[src/rtl/video_vga_linebuf_ctrl_pkg.sv]
`default_nettype none
// ============================================================================
// Module   : video_vga_linebuf_ctrl_pkg
// Brief    : Shared constants and read-FSM encoding for the line-buffer control.
// Revision : 1.0
// ============================================================================
package video_vga_linebuf_ctrl_pkg;

    localparam int LINE_LEN_DEF = 720;
    localparam int RD_LATENCY   = 1;

    typedef enum logic [0:0] {
        ST_IDLE = 1'b0,
        ST_SCAN = 1'b1
    } rd_state_e;

endpackage
`default_nettype wire

[src/rtl/video_vga_lb_cnt.sv]
`default_nettype none
// ============================================================================
// Module   : video_vga_lb_cnt
// Brief    : Address counter that clears, increments and saturates at LIMIT.
// Revision : 1.0
// ============================================================================
module video_vga_lb_cnt #(
    parameter int W     = 10,
    parameter int LIMIT = 720
) (
    input  logic         clk,
    input  logic         rst,
    input  logic         clr,
    input  logic         inc,
    output logic [W-1:0] cnt,
    output logic         tc
);

    localparam logic [W-1:0] LIMIT_W = W'(LIMIT);

    logic [W-1:0] cnt_q;
    logic [W-1:0] cnt_d;

    assign cnt = cnt_q;
    assign tc  = (cnt_q == LIMIT_W);

    // clr has priority so a restart on the terminal cycle lands on zero
    always_comb begin
        cnt_d = cnt_q;
        if (clr) begin
            cnt_d = '0;
        end else if (inc && !tc) begin
            cnt_d = cnt_q + W'(1);
        end
    end

    always_ff @(posedge clk) begin
        if (rst) begin
            cnt_q <= '0;
        end else begin
            cnt_q <= cnt_d;
        end
    end

endmodule
`default_nettype wire

[src/rtl/video_vga_linebuf_ctrl.sv]
`default_nettype none
// ============================================================================
// Module   : video_vga_linebuf_ctrl
// Brief    : Ping-pong line-buffer sequencer for the TV-to-VGA scan doubler.
// Revision : 1.0
// ============================================================================
module video_vga_linebuf_ctrl
    import video_vga_linebuf_ctrl_pkg::*;
#(
    parameter int ADDR_W   = 10,
    parameter int LINE_LEN = LINE_LEN_DEF
) (
    input  logic              clk,
    input  logic              rst,
    input  logic              hsync_start,
    input  logic              wr_stb,
    input  logic              scanout_start,
    input  logic              scanlines_en,
    output logic              wr_en,
    output logic [ADDR_W-1:0] wr_addr,
    output logic              wr_bank,
    output logic              rd_en,
    output logic [ADDR_W-1:0] rd_addr,
    output logic              rd_bank,
    output logic              pix_valid,
    output logic              pix_dim,
    output logic              ovr
);

    rd_state_e state_q, state_d;
    logic      wr_bank_q, wr_bank_d;
    logic      pass_q, pass_d;
    logic      rd_bank_q, rd_bank_d;
    logic      dim_pass_q, dim_pass_d;
    logic      pix_valid_q, pix_dim_q;

    logic w_scan;
    logic w_wr_tc;
    logic w_rd_tc;
    logic w_wr_inc;
    logic w_rd_clr;
    logic w_pass_done;

    assign w_scan      = (state_q == ST_SCAN);
    // swap beats a coincident pixel; nothing is written once the line is full
    assign w_wr_inc    = wr_stb && !hsync_start && !w_wr_tc && !rst;
    assign w_pass_done = w_scan && w_rd_tc && !scanout_start;
    assign w_rd_clr    = scanout_start || (w_scan && w_rd_tc);

    video_vga_lb_cnt #(
        .W     (ADDR_W),
        .LIMIT (LINE_LEN)
    ) u_wr_cnt (
        .clk (clk),
        .rst (rst),
        .clr (hsync_start),
        .inc (w_wr_inc),
        .cnt (wr_addr),
        .tc  (w_wr_tc)
    );

    video_vga_lb_cnt #(
        .W     (ADDR_W),
        .LIMIT (LINE_LEN - 1)
    ) u_rd_cnt (
        .clk (clk),
        .rst (rst),
        .clr (w_rd_clr),
        .inc (w_scan),
        .cnt (rd_addr),
        .tc  (w_rd_tc)
    );

    always_comb begin
        state_d    = state_q;
        wr_bank_d  = wr_bank_q ^ hsync_start;
        pass_d     = pass_q;
        rd_bank_d  = rd_bank_q;
        dim_pass_d = dim_pass_q;

        case (state_q)
            ST_IDLE: if (scanout_start) state_d = ST_SCAN;
            ST_SCAN: if (w_pass_done)   state_d = ST_IDLE;
            default: state_d = ST_IDLE;
        endcase

        if (hsync_start) begin
            pass_d = 1'b0;
        end else if (w_pass_done) begin
            pass_d = ~pass_q;
        end

        // a pass starting with a new TV line reads the bank just filled
        if (scanout_start) begin
            rd_bank_d  = ~wr_bank_d;
            dim_pass_d = pass_q && !hsync_start && scanlines_en;
        end
    end

    always_ff @(posedge clk) begin
        if (rst) begin
            state_q    <= ST_IDLE;
            wr_bank_q  <= 1'b0;
            pass_q     <= 1'b0;
            rd_bank_q  <= 1'b0;
            dim_pass_q <= 1'b0;
        end else begin
            state_q    <= state_d;
            wr_bank_q  <= wr_bank_d;
            pass_q     <= pass_d;
            rd_bank_q  <= rd_bank_d;
            dim_pass_q <= dim_pass_d;
        end
    end

    // Tracks RAM read latency; unreset so pix_valid trails rd_en by one clk on reset too
    always_ff @(posedge clk) begin
        pix_valid_q <= w_scan;
        pix_dim_q   <= w_scan && dim_pass_q;
    end

    assign wr_en     = w_wr_inc;
    assign wr_bank   = wr_bank_q;
    assign rd_en     = w_scan;
    assign rd_bank   = rd_bank_q;
    assign pix_valid = pix_valid_q;
    assign pix_dim   = pix_dim_q;
    assign ovr       = scanout_start && w_scan && !rst;

endmodule
`default_nettype wire

[config.mk]
export PLATFORM = sky130hd
export DESIGN_NAME = video_vga_linebuf_ctrl
export DESIGN_NICKNAME = d
export VERILOG_FILES = /design/src/rtl/video_vga_linebuf_ctrl_pkg.sv /design/src/rtl/video_vga_lb_cnt.sv /design/src/rtl/video_vga_linebuf_ctrl.sv
export SDC_FILE = /design/constraint.sdc
export NUM_CORES = 1
export LEC_CHECK = 0
export CAP_MARGIN = 25
export CORE_ASPECT_RATIO = 0.9
export CORE_MARGIN = 1
export CORE_UTILIZATION = 48
export CTS_CLUSTER_SIZE = 28
export DETAILED_ROUTE_END_ITERATION = 6
export GPL_TIMING_DRIVEN = 1
export PLACE_DENSITY_LB_ADDON = 0.1
export SKIP_CTS_REPAIR_TIMING = 1
export SYNTH_ARGS = -nofsm -noshare
export SYNTH_HDL_FRONTEND = slang
export SYNTH_SLANG_ARGS = --single-unit
[constraint.sdc]
create_clock -name clk -period 2.04 [get_ports clk]
set_clock_uncertainty 0.15 [all_clocks]
set_input_delay 0.408 -clock clk [delete_from_list [all_inputs] [get_ports clk]]
set_output_delay 0.408 -clock clk [all_outputs]
set_load 0.01 [all_outputs]
-- Yosys cells after proc, flatten, opt, wreduce, memory -nomap -nowiden
Index checks and enable logic that the tools add are counted.
- bits in registers: 27
- word-level logic and storage cells: 40
- output and inout port bits: 27
- reductions and logical operators: 20
- add/subtract/negate cells: 2
- bitwise logic cells: 4
- equal/unequal tests: 2
- mux-type cells: 3
- operators with widths (cell ; count):
    adder 10 x 1 -> 10 bit, second input constant ; 2
    equality test 10 bit, second input constant ; 2
    logical AND 1 bit ; 12
    zero test 1 bit ; 5
    OR reduction 2 bit ; 2
    inverter 1 bit ; 3
    2-to-1 mux 1 bit ; 2
    one-hot mux 1 bit (2 select lines) ; 1
    logical OR 1 bit ; 1
    XOR 1 bit ; 1

-- Depth between registers and ports, before layout
Gate-level depths: netlist (run 1).
- depth after elaboration: 5
- gate-level depth with buffers: 5
- gate-level depth less buffers: 5

-- By module
From an unflattened synthesis (run 1), not the netlist that was laid out.
- cells, all modules: 158
- area total of the unflattened synthesis: 1418.9 um2
- modules (own cells, without submodules) (module ; area an instance (um2) ; times used ; cells each):
    video_vga_lb_cnt (u_rd_cnt) ; 574.3 ; 1 ; 66
    video_vga_lb_cnt (u_wr_cnt) ; 559.3 ; 1 ; 67
    video_vga_linebuf_ctrl ; 285.3 ; 1 ; 25

-- Worst setup path after synthesis (run 1)
No wires, ideal clock.
- path type: reg-to-output
- from: register u_wr_cnt.cnt_q[0], in the netlist u_wr_cnt.cnt[0]
- to: output wr_en
- arrival: 1262 ps
- path slack: 220 ps
- data required time: 1482 ps
- stages on the path, launching flop included: 5
- cell sequence: dfxtp_1 inv_1 ha_1 and4bb_1 a311oi_4
- cells in the longest elaborated chain, start to end: 4
- ends and longest elaborated chain (item ; RTL line ; source):
    from (decl) ; video_vga_lb_cnt.sv:21 ; logic [W-1:0] cnt_q;
    from (signal assigned) ; video_vga_lb_cnt.sv:41 ; cnt_q <= cnt_d;
    equality test 10 bit ; video_vga_lb_cnt.sv:25 ; assign tc = (cnt_q == LIMIT_W);
    zero test 1 bit ; video_vga_linebuf_ctrl.sv:46 ; assign w_wr_inc = wr_stb && !hsync_start && !w_wr_tc && !rst;
    logical AND 1 bit (2 in series) ; video_vga_linebuf_ctrl.sv:46 ;
    to (decl) ; video_vga_linebuf_ctrl.sv:19 ; output logic wr_en,
Every way passes these cells.

-- Final worst setup path (run 1)
- from: input hsync_start
- to: output wr_en
- cells in the longest elaborated chain, start to end: 4
- ends and longest elaborated chain (item ; RTL line ; source):
    from (decl) ; video_vga_linebuf_ctrl.sv:15 ; input logic hsync_start,
    zero test 1 bit ; video_vga_linebuf_ctrl.sv:46 ;
    logical AND 1 bit (3 in series) ; video_vga_linebuf_ctrl.sv:46 ;
Every way passes these cells.

==> impl_results.md, run 1 <==
* Antenna Cells at 0
* Syn-to-layout area delta at 38.4%
* Worst Hold Class: flip-flop to flip-flop
* Pwr/cell area at between 400 and 500 nW/um^2
* Starting Density at between 50 and 60%
* Clock insertion delay at the later pin of the skew report at roughly 330 ps
* Routed length per placed instance at ~14 um
* Netlist Area Pre-Place at 1310 sq um
* Initial antenna violation count at 0
* Buffers on Ports at 32
* Distinct cells, synth at 37
* Slew Viols, Final at 0
* Crit-path max FO at 2
* Unrepaired setup endpoints after global routing: yes
* Startpoint Class: input pin
* First-pass GRT wire length at around 5200 um
* Crit. Startpoint: hsync_start
* CTS clk-pin slew, worst paths at 140 ps
* Pleak at about 0.66 nW
* Final worst setup slack at -127 ps
* Largest net degree at the start of global routing at 15
* CTS buffer count at 3
* Crit. End Element: output port
* Fmax at around 460 MHz
* CTS tree: yes
* Core area at 2510 sq um
* Comb pwr share at 11.1%
* Max Root-Sink Buffers at 2
* Fill count at about 190
* Vias at between 1000 and 1500
* Placed wire-length estimate at between 2000 and 2500 um
* Vias per Instance at 5.73
* Synth area leader: dfxtp_1
* CP required at between 1000 and 1500 ps
* GP Congestion at around 0.78
* Outcome: finished, violations left
* Sequential share of power at between 60% and 70%
* Most common cell after layout, fill and taps aside: clkdlybuf4s50_1
* Yosys reg bits at 27
* Sw Share at between 20% and 30%
* Min Tclk post-route at 2170 ps
* P_sw at 0.206 mW
* Num Clock Sinks at 27
* Drt pass-1 iters at 6
* Number of global-route vias before repair at between 1000 and 1500
* Post-layout util at between 70% and 80%
* Final setup fails at 1
* Clock Power Share at 26.4%
* Tcrit/Tclk final at 106%
* Aggregate routed wire length at 3110 um
* Drt initial violations at 77
* Die height at 51.5 um
* Post-Syn Instances at around 140
* Num rows at 17
* Path type of the worst setup path: input pin to output port
* Layout cells sized above 1 at between 15 and 20%
* IO Pins at 33
* P_int at 0.666 mW
* Failing checks: DRC, setup timing
* Synthesized Nets at between 150 and 200
* Most frequent cells in the layout: 30 x clkdlybuf4s50_1, 24 x dfxtp_1, 19 x buf_4
* Residual DRC at 5
* Arr. time, crit path at 1610 ps
* Setup TNS at -127 ps
* Share of the synthesized area in the top cell type at 41.4%
* Avg Cell Area, Syn at 9.19 sq um
* Full die area at 2930 sq um
* Final hold vios at 0
* Worst slew margin at just over 60%
* Synth warn at 0
* Die X at 57.0 um
* Hold path start: rd_en
* Nets at between 200 and 250
* Register area share after synthesis at between 40% and 50%
* Worst ir drop on vdd at 380 uV
* Global route overflow at 0
* FF-to-FF Start: u_rd_cnt.cnt[0]
* Routed Antenna Nets at 0
* H-tree levels at 1
* Top cells by area, synth: dfxtp_1 41%, a21oi_1 5.0%, nand2_1 4.3%
* MaxCap Viol Count at 0
* Root buf cell: clkbuf_4
* Final std cells w/o fill at between 200 and 250
* Gr usage total at a little under a quarter
* Worst slew pin tran at 569 ps
* Placed insts at between 200 and 250
-- path summary, 6_finish.rpt --
path,endpoint,slack [ps],cells after the start
max,wr_en,-130,4
min reg2reg,pix_valid,270,0
max reg2reg,u_rd_cnt.cnt[7],180,4
min,pix_valid,270,0
-- worst max-delay path: stages --
cell	delay, ps
clkdlybuf4s50_1	420
or2_0	300
a311oi_4	300
buf_2	180
-- power by group through the flow --
stage | registers [mW] | clock network [mW] | logic (mW)
6_report | 0.545 | 0.230 | 0.0971
3_5_place_dp | 0.556 | 0 | 0.0979
5_1_grt | 0.546 | 0.253 | 0.105
3_3_place_gp | 0.555 | 0 | 0.0951
4_1_cts | 0.545 | 0.236 | 0.0985
2_1_floorplan | 0.561 | 0 | 0.0393
-- metrics by stage --
stage | cell area [sq um] | hold WS [ps] | total power [mW] | setup slack, ps
floorplan | 1310 | 244 | 0.600 | 220
global placement | 1780 | 248 | 0.650 | -495
detailed placement | 1780 | 245 | 0.654 | -521
CTS | 1810 | 270 | 0.879 | -543
global route | 1810 | 281 | 0.904 | -190
finish | 1810 | 268 | 0.872 | -127
-- synthesized netlist by cell type (all sizes together) --
cell,instances
a211oi,1
o31ai,8
and4,1
a21oi,13
o211ai,1
dfxtp,27
inv,9
nand4,6
a31oi,1
nand2,15
nand4b,2
and2,3
a21boi,1
and4bb,1
ha,3
nor3b,1
nand3,4
or2,2
buf,3
o311ai,1
o22ai,1
mux2i,5
or3,7
xnor2,2
a311oi,1
nor4,1
or4,6
xor2,2
o21ai,5
nor2,9
-- metal layers --
metal	wire (um)	vias up	part of all wire [%]	GRT usage (%)
met5	0	-	0	0
met4	27	0	0.87	6.50
met3	117	4	3.8	5.06
met2	1510	29	49	38.2
met1	1460	608	47	29.2
li1	-	630	-	-
-- sequential cells by signal (all words and copies together), names as in the netlist --
register,cells
u_rd_cnt.cnt,10
u_wr_cnt.cnt,10
dim_pass_q,1
pass_q,1
pix_dim,1
pix_valid,1
rd_bank,1
rd_en,1
wr_bank,1
-- layout make-up --
class                      count  area [sq um]  area share (%)
clock buffer                   4          26.3            1.45
inverter                       9          33.8            1.87
multi-input combinational    103           707            39.1
sequential                    27           544            30.1
tap                           28          35.0            1.94
timing repair buffer          51           460            25.5
-- cell families after synthesis --
group	count (synthesis)	synth area share (%)
xor gates and xnor gates	4	2.69
AOI/OAI and AO/OA	33	17.3
and+or+nand+nor	58	27.5
adders and majority gates	3	2.88
muxes	5	3.84
DFF	27	41.4
buffers and inverters	12	4.41
No activity file was read; power rests on OpenSTA's default activity.
==> inputs of run 2 (changes only) <==
--- a/config.mk
+++ b/config.mk
@@ -12,7 +12,7 @@
 export CTS_CLUSTER_SIZE = 28
 export DETAILED_ROUTE_END_ITERATION = 6
 export GPL_TIMING_DRIVEN = 1
-export PLACE_DENSITY_LB_ADDON = 0.1
+export PLACE_DENSITY = 0.8
 export SKIP_CTS_REPAIR_TIMING = 1
 export SYNTH_ARGS = -nofsm -noshare
 export SYNTH_HDL_FRONTEND = slang
==> run 2 against run 1 <==
The run ends with setup timing left. Utilization up 0.65 points. Worst setup slack better by 13 ps. Sequential power about the same. Total power up 0.45%. Critical endpoint unchanged.
==> impl_results.md, run 2 (synthesis gave the netlist of run 1 again) <==
* Final setup fails at 1 (unchanged)
* Failing checks: setup timing
* Worst ir drop on vdd at 401 uV (+5.5%)
* Worst slew margin at 73.3% (+11 points)
* CP required at 1480 ps (about the same)
* Min Tclk post-route at 2150 ps (-13.0 ps)
* Most common cell after layout, fill and taps aside: clkdlybuf4s50_1
* Max Root-Sink Buffers at 2 (unchanged)
* GP Congestion at 0.839 (+8.0%)
* MaxCap Viol Count at 0 (unchanged)
* Core area at 2510 sq um (unchanged)
* Arr. time, crit path at 1600 ps (about the same)
* Unrepaired setup endpoints after global routing: yes
* Aggregate routed wire length at 2980 um (-4.3%)
* Outcome: finished, violations left
* CP top delay family: flip-flops
* Most frequent cells in the layout: 29 x clkdlybuf4s50_1, 23 x dfxtp_1, 19 x buf_4
* Pleak at 0.673 nW (+2.3%)
* R2R Setup Slk at 190 ps (about the same)
* CTS tree: yes
* Startpoint Class: flip-flop
* Worst Hold Class: flip-flop to flip-flop
* Routed length per placed instance at 13.4 um (-4.3%)
* IO Pins at 33 (unchanged)
* Fmax at 464 MHz (+0.60%)
* Critical path buffers and inverters at 2 (unchanged)
* Crit. End Element: output port
* Clock insertion delay at the later pin of the skew report at 330 ps (about the same)
* Worst R2R End: u_rd_cnt.cnt[8]
* Syn-to-layout area delta at 39.7%
* Path type of the worst setup path: flip-flop to output port
* CTS clk-pin slew, worst paths at 140 ps (about the same)
* Number of global-route vias before repair at 1143 (-6.7%)
* Num rows at 17 (unchanged)
* Vias at 1243 (-2.2%)
* Drt initial violations at 41 (-47%)
* Placed wire-length estimate at 2340 um (-1.6%)
* Gr usage total at 21.9% (-0.82 points)
* Buffers on Ports at 32 (unchanged)
* Global route overflow at 0 (unchanged)
* Hold path start: rd_en
* Die height at 51.5 um (unchanged)
* Residual DRC at 0 (-5)
* First-pass GRT wire length at 4850 um (-6.5%)
* Die X at 57.0 um (unchanged)
* H-tree levels at 1 (unchanged)
* Post-layout util at 72.6% (+0.65 points)
* CP cell instances: inv_1 > ha_1 > and4bb_1 > a311oi_4 > buf_2
* FF-to-FF Start: u_rd_cnt.cnt[0]
* CTS buffer count at 3 (unchanged)
* Layout cells sized above 1 at 18.6% (+1.5 points)
* Num Clock Sinks at 27 (unchanged)
* Slew Viols, Final at 0 (unchanged)
* Starting Density at 52.0% (unchanged)
* Hold Path Depth at 0 (unchanged)
* Crit-path max FO at 2 (unchanged)
* Full die area at 2930 sq um (unchanged)
* Reg2reg path depth at 4 (unchanged)
* Initial antenna violation count at 0 (unchanged)
* Routed Antenna Nets at 0 (unchanged)
* Vias per Instance at 5.60 (-2.2%)
* CP peak stage delay at 350 ps (-70 ps)
* Crit. Startpoint: u_wr_cnt.cnt[0]
* Final worst setup slack at -114 ps (+13.0 ps)
* Drt pass-1 iters at 4 (-2)
* Final instance area at 1820 sq um (+0.90%)
* Tcrit/Tclk final at 106% (-0.64 points)
* Largest net degree at the start of global routing at 16 (+1)
* Crit-path slowest cell: dfxtp_2
* Nets at 204 (unchanged)
* Pwr/cell area at 481 nW/um^2 (-0.44%)
* Antenna Cells at 0 (unchanged)
* Hold slack at 259 ps (-8.80 ps)
* Root buf cell: clkbuf_4
* Hold EP: pix_valid
* Final hold vios at 0 (unchanged)
* Worst slew pin tran at 401 ps (-168 ps)
* DP Area at 1780 sq um (unchanged)
-- run 2: per-layer routing --
metal  track usage [%]  vias up  part of all wire [%]
li1                  -      631                     -
met1              25.6      578                    44
met2              36.9       28                    50
met3              6.33        6                   4.6
met4              10.6        0                   1.2
met5                 0        -                     0
-- run 2: area by class of cell --
class | count | area, sq um
clock buffers | 3 | 22.5
clock inverters | 1 | 5.00
fillers | 192 | 687
inverters | 9 | 33.8
multi-input cells | 103 | 718
flip-flops and latches | 27 | 546
well taps | 28 | 35.0
repair buffers | 51 | 463
-- run 2: worst reg2reg max path: cells and delay by family (launching register included) --
kind / cells / cell delay (ps)
fa+ha+maj: 1 / 300
simple gates: 2 / 710
flops: 1 / 480
compound gates: 1 / 150
-- run 2: worst max-delay path by stage --
stage | endpoint | slack, ps | cells past startpoint
floorplan | wr_en | 220 | 4
global placement | wr_en | -590 | 4
detailed placement | wr_en | -630 | 4
CTS | wr_en | -630 | 4
global route | wr_en | -190 | 5
finish | wr_en | -110 | 5
-- run 2: power by group --
part | total, mW | internal, mW | switching [mW]
sequential | 0.545 | 0.537 | 0.00721
clock | 0.235 | 0.0737 | 0.161
combinational | 0.0966 | 0.0522 | 0.0444
-- run 2: through the flow --
step,total power [mW],setup WS (ps),cells,setup TNS (ps)
2_1_floorplan,0.600,220,142,0
3_3_place_gp,0.648,-588,218,-745
3_5_place_dp,0.652,-629,218,-922
4_1_cts,0.886,-632,222,-851
5_1_grt,0.909,-193,222,-193
6_report,0.876,-114,222,-114
==> inputs of run 3 (changes only) <==
--- a/config.mk
+++ b/config.mk
@@ -6,13 +6,16 @@
 export NUM_CORES = 1
 export LEC_CHECK = 0
 export CAP_MARGIN = 25
+export CELL_PAD_IN_SITES_DETAIL_PLACEMENT = 0
+export CELL_PAD_IN_SITES_GLOBAL_PLACEMENT = 1
 export CORE_ASPECT_RATIO = 0.9
 export CORE_MARGIN = 1
-export CORE_UTILIZATION = 48
-export CTS_CLUSTER_SIZE = 28
+export CORE_UTILIZATION = 36
+export CTS_CLUSTER_DIAMETER = 80
+export CTS_CLUSTER_SIZE = 20
 export DETAILED_ROUTE_END_ITERATION = 6
 export GPL_TIMING_DRIVEN = 1
-export PLACE_DENSITY = 0.8
+export PLACE_DENSITY = 0.81
 export SKIP_CTS_REPAIR_TIMING = 1
 export SYNTH_ARGS = -nofsm -noshare
 export SYNTH_HDL_FRONTEND = slang
==> run 3 against run 2 <==
The flow still finishes with violations (setup timing). Maximum frequency up 3.3%. Sequential power hardly changed. Clock power increased by 33%. Critical endpoint unchanged. Largest power group unchanged. Highest routed layer unchanged.
==> impl_results.md, run 3 (synthesis gave the netlist of run 1 again) <==
* Max Root-Sink Buffers at 2 (unchanged)
* Crit-path max FO at 2 (unchanged)
* Routed length per placed instance at 12.7 um (-5.2%)
* Worst slew margin at 60.7% (-13 points)
* Vias per Instance at 5.20 (-7.1%)
* Worst ir drop on vdd at 324 uV (-19%)
* Reg2reg path depth at 4 (unchanged)
* Nets at 207 (+1.5%)
* CP required at 1480 ps (about the same)
* Pleak at 0.682 nW (+1.2%)
* Number of global-route vias before repair at 1119 (-2.1%)
* Worst R2R End: u_rd_cnt.cnt[3]
* Unrepaired setup endpoints after global routing: yes
* Post-layout util at 54.6% (-18 points)
* Layout cells sized above 1 at 17.8% (-0.79 points)
* CTS tree: yes
* Die X at 65.5 um (+15%)
* Vias at 1254 (+0.88%)
* Min Tclk post-route at 2090 ps (-68.0 ps)
* Tcrit/Tclk final at 102% (-3.3 points)
* CTS clk-pin slew, worst paths at 90 ps (-50 ps)
* Final instance area at 1870 sq um (+2.6%)
* IO Pins at 33 (unchanged)
* Final hold vios at 0 (unchanged)
* Core area at 3430 sq um (+37%)
* Hold path start: rd_en
* Placed wire-length estimate at 2400 um (+2.4%)
* Drt initial violations at 35 (-15%)
* Syn-to-layout area delta at 43.3%
* Largest net degree at the start of global routing at 17 (+1)
* First-pass GRT wire length at 5110 um (+5.4%)
* Most frequent cells in the layout: 30 x clkdlybuf4s50_1, 27 x dfxtp_1, 22 x buf_4
* Outcome: finished, violations left
* DP Area at 1820 sq um (+2.4%)
* Full die area at 3870 sq um (+32%)
* H-tree levels at 1 (unchanged)
* Routed Antenna Nets at 0 (unchanged)
* Path type of the worst setup path: flip-flop to output port
* Arr. time, crit path at 1530 ps (-70 ps)
* Clock insertion delay at the later pin of the skew report at 270 ps (-60 ps)
* Fmax at 479 MHz (+3.3%)
* Antenna Cells at 0 (unchanged)
* Num rows at 20 (+3)
* Global route overflow at 0 (unchanged)
* Buffers on Ports at 32 (unchanged)
* MaxCap Viol Count at 0 (unchanged)
* Failing checks: setup timing
* Crit. End Element: output port
* Gr usage total at 17.2% (-4.7 points)
* CTS buffer count at 3 (unchanged)
* Final worst setup slack at -46.0 ps (+68.0 ps)
* GP Congestion at 0.779 (-7.1%)
* Slew Viols, Final at 0 (unchanged)
* R2R Setup Slk at 170 ps (-20 ps)
* Tot Pwr at 0.955 mW (+9.0%)
* Pwr/cell area at 511 nW/um^2 (+6.2%)
* Startpoint Class: flip-flop
* Final setup fails at 1 (unchanged)
* Die height at 59.1 um (+15%)
* Residual DRC at 0 (unchanged)
* Root buf cell: clkbuf_8
* Most common cell after layout, fill and taps aside: clkdlybuf4s50_1
* FF-to-FF Start: u_rd_cnt.cnt[1]
* Num Clock Sinks at 27 (unchanged)
* Aggregate routed wire length at 3060 um (+2.9%)
* Starting Density at 38.1% (-14 points)
* Initial antenna violation count at 0 (unchanged)
* Worst Hold Class: flip-flop to flip-flop
* Hold EP: pix_valid
* Drt pass-1 iters at 4 (unchanged)
* Worst slew pin tran at 586 ps (+185 ps)
* Hold Path Depth at 0 (unchanged)
[run 3: cell count changes in the layout (fill, tap and decap cells not counted)]
cell	delta
dfxtp_2	-4
buf_4	+3
clkinv_2	-1
clkbuf_4	-3
clkinvlp_4	+1
clkdlybuf4s50_1	+1
dlymetal6s2s_1	-1
o31ai_4	-1
clkbuf_8	+3
dfxtp_1	+4
o31ai_2	+1
[run 3: area by class of cell]
class	instances	area, sq um
clock buffer	3	41.3
sequential	27	541
fill	306	1560
inverter	9	33.8
clock inverter	1	7.51
multi-input combinational	103	709
tap	44	55.1
timing repair buffer	54	483
[run 3: per-stage QoR]
step           setup TNS, ps  worst slack [ps]  cells  hold WS, ps
3_3_place_gp            -688              -530    237          281
6_report               -46.0             -46.0    241          281
3_5_place_dp            -824              -561    237          280
2_1_floorplan              0               220    142          244
4_1_cts                 -719              -568    241          293
5_1_grt                 -115              -115    241          312
[run 3: worst max-delay path by stage]
stage | slack, ps | to | cells after the start | start
after global routing | -120 | wr_en | 5 | u_wr_cnt.cnt[0]
after CTS | -570 | wr_en | 4 | hsync_start
after detailed placement | -560 | wr_en | 4 | hsync_start
after floorplan | 220 | wr_en | 4 | u_wr_cnt.cnt[0]
final | -50 | wr_en | 5 | u_wr_cnt.cnt[0]
after global placement | -530 | wr_en | 4 | hsync_start
[run 3: power by group]
part	total, mW	internal [mW]	switching, mW
clock	0.312	0.139	0.174
sequential	0.543	0.536	0.00662
combinational	0.0998	0.0542	0.0456
total	0.955	0.729	0.226
[run 3: metal layers]
layer | GRT usage (%) | vias to the layer above | wire, um
met4 | 6.52 | 0 | 29
met3 | 3.27 | 2 | 121
met1 | 24.0 | 585 | 1530
li1 | - | 637 | -
met5 | 0 | - | 0
met2 | 26.2 | 30 | 1380
[run 3: critical path: stages (launching register included)]
cell and delay [ps]:
dfxtp_1 340, inv_1 50, ha_1 180, and4bb_1 230
a311oi_4 280, buf_2 180
==> RTL change (flow settings as in run 3) <==
Change the package constant `LINE_LEN_DEF` from 720 to 360.
--- a/src/rtl/video_vga_linebuf_ctrl_pkg.sv
+++ b/src/rtl/video_vga_linebuf_ctrl_pkg.sv
@@ -6,7 +6,7 @@
 // ============================================================================
 package video_vga_linebuf_ctrl_pkg;
 
-    localparam int LINE_LEN_DEF = 720;
+    localparam int LINE_LEN_DEF = 360;
     localparam int RD_LATENCY   = 1;
 
     typedef enum logic [0:0] {
Check against the original RTL: no difference found for any inputs over 10 cycles, from zero or initial values and one cycle with rst high; that may be too few to reach the edited logic, so the function may still have changed.
==> RTL change against run 3 <==
Sequential cell count stayed put; core utilization is 1.9 points higher; power is 2.0% lower; wire length is 13% lower; fmax is 4.3% higher; area after synthesis is 6.0% lower; final area is 5.2% lower; count of clock-buffer cells in the layout is 1 higher; worst setup slack better by 0.086 ns; largest cell class unchanged; sequential share of layout area is 1.7 points higher; critical path depth is 2 lower; sequential power hardly changed.
==> RTL change: results (changes against run 3) <==
- Status: complete, no violations (was finished with violations)
- Arr. time, crit path: 1.44 ns (was 1.53 ns)
- Worst VDD drop: 0.000346 V (was 0.000324 V)
- Initial antenna violation count: 0 (unchanged)
- Non-Filler Instances: 225 (was 241)
- Syn Nets: 140 (was 151)
- CTS Root Cell: clkbuf_8 (unchanged)
- Internal power: 0.728 mW (was 0.729 mW)
- First-pass GRT wire length: 4460 microns (was 5110 microns)
- Largest net degree at the start of global routing: 15 (was 17)
- CP Max Fanout: 2 (unchanged)
- I/O Buffers: 32 (unchanged)
- Final Net Count: 193 (was 207)
- Layout cells sized above 1: 18.6% (was 17.8%)
- Yosys warnings: 0 (unchanged)
- Critical-path top delay cell: or3b_4 (was dfxtp_1)
- Synth cell count leaders: dfxtp_1, nor2_1, nand2_1 (was dfxtp_1, nand2_1, a21oi_1)
- Async set-or-reset flop fraction in the synthesized netlist: 0% (unchanged)
- Post-DP HPWL: 2070 microns (was 2400 microns)
- Initial DRC count: 20 (was 35)
- Fillcell total: 304 (was 306)
- Final WL: 2660 microns (was 3060 microns)
- Vias per cell: 4.78 (was 5.20)
- Place WS: -0.445 ns (was -0.561 ns)
- Placed standard-cell area: 1720 sq um (was 1820 sq um)
- Ranking of synthesized cells by area: dfxtp_1, nor2_1, xnor2_1 (was dfxtp_1, a21oi_1, nand2_1)
- Synth Flop Type: dfxtp_1 (unchanged)
- Placed Cells: 221 (was 237)
- Htree depth: 1 (unchanged)
- CTS buffer count: 3 (unchanged)
- Final Wtd Congestion: 0.768 (was 0.779)
- Pre-Repair DR Iteration Count: 4 (unchanged)
- Worst path max stage delay: 0.40 ns (was 0.34 ns)
- Worst hold path class: flip-flop to flip-flop (unchanged)
- Antenna diodes: 0 (unchanged)
- Seq/Total Area, Yosys: 44.1% (was 41.4%)
- Worst-path clk slew: 0.09 ns (about the same)
- Mean area per synthesized cell: 9.36 sq um (was 9.19 sq um)
- Delay-heaviest family, CP: simple AND/OR/NAND/NOR gates (was flip-flops)
- Vias in the first global route: 1034 (was 1119)
- P_leak: 0.663 nW (was 0.682 nW)
- Cell variety after synth: 32 (was 37)
- Global Route Usage Sum: 15.5% (was 17.2%)
- Slew @ Worst Pin: 0.413 ns (was 0.586 ns)
- Buffers from clock root to sink, at most: 2 (unchanged)
- Clock latency on the worst-skew pair: 0.26 ns
RTL change: logic make-up (layout without fill, tap and decap cells):
group / after synthesis / count (layout) / synth area share, %
AND/OR/NAND/NOR: 67 / 67 / 29.8
XOR/XNOR: 18 / 18 / 12.9
flip-flops: 27 / 27 / 44.1
AO/OA/AOI/OAI: 7 / 7 / 5.20
multiplexers: 2 / 2 / 1.63
buffers and inverters: 7 / 59 / 3.37
adder cells (fa/ha/maj): 3 / 3 / 3.06
RTL change: routing by layer:
layer / share of wire (%) / wire length (microns) / up-vias / global-route usage (%)
li1: - / - / 553 / -
met3: 2.0 / 52 / 4 / 1.80
met5: 0 / 0 / - / 0
met2: 48 / 1270 / 19 / 24.3
met1: 49 / 1290 / 500 / 21.5
met4: 1.5 / 40 / 0 / 6.82
RTL change: metrics by stage:
step / total power, mW / hold slack [ns]
after global placement: 0.650 / 0.307
after CTS: 0.949 / 0.329
final: 0.936 / 0.323
after global routing: 0.985 / 0.345
after detailed placement: 0.652 / 0.311
after floorplan: 0.601 / 0.269
RTL change: area by class of cell:
type	instances	area [sq um]	area share [%]
sequential	27	542	30.6
clock buffer	4	45.0	2.54
multi-input combinational	97	654	36.9
timing repair buffer	52	468	26.4
inverter	3	11.3	0.635
tap	42	52.6	2.96
RTL change: worst paths after layout:
check | from | endpoint | slack (ns) | cells past startpoint
max | u_wr_cnt.cnt[4] | wr_en | 0.04 | 3
min | dim_pass_q | dim_pass_q | 0.32 | 2
max reg2reg | u_rd_cnt.cnt[1] | u_rd_cnt.cnt[3] | 0.24 | 5
min reg2reg | dim_pass_q | dim_pass_q | 0.32 | 2
RTL change: power by group through the flow:
stage / Clock, mW / Combinational (mW) / Sequential (mW)
final: 0.296 / 0.0962 / 0.544
after global routing: 0.336 / 0.104 / 0.545
after CTS: 0.309 / 0.0965 / 0.544
after detailed placement: 0 / 0.0962 / 0.556
after global placement: 0 / 0.0942 / 0.555
after floorplan: 0 / 0.0400 / 0.561
RTL change: tightest hold or removal path, cell delays in order, from the launching register on:
cell,delay [ns]
dfxtp_1,0.32
nand2b_1,0.06
a21oi_1,0.05
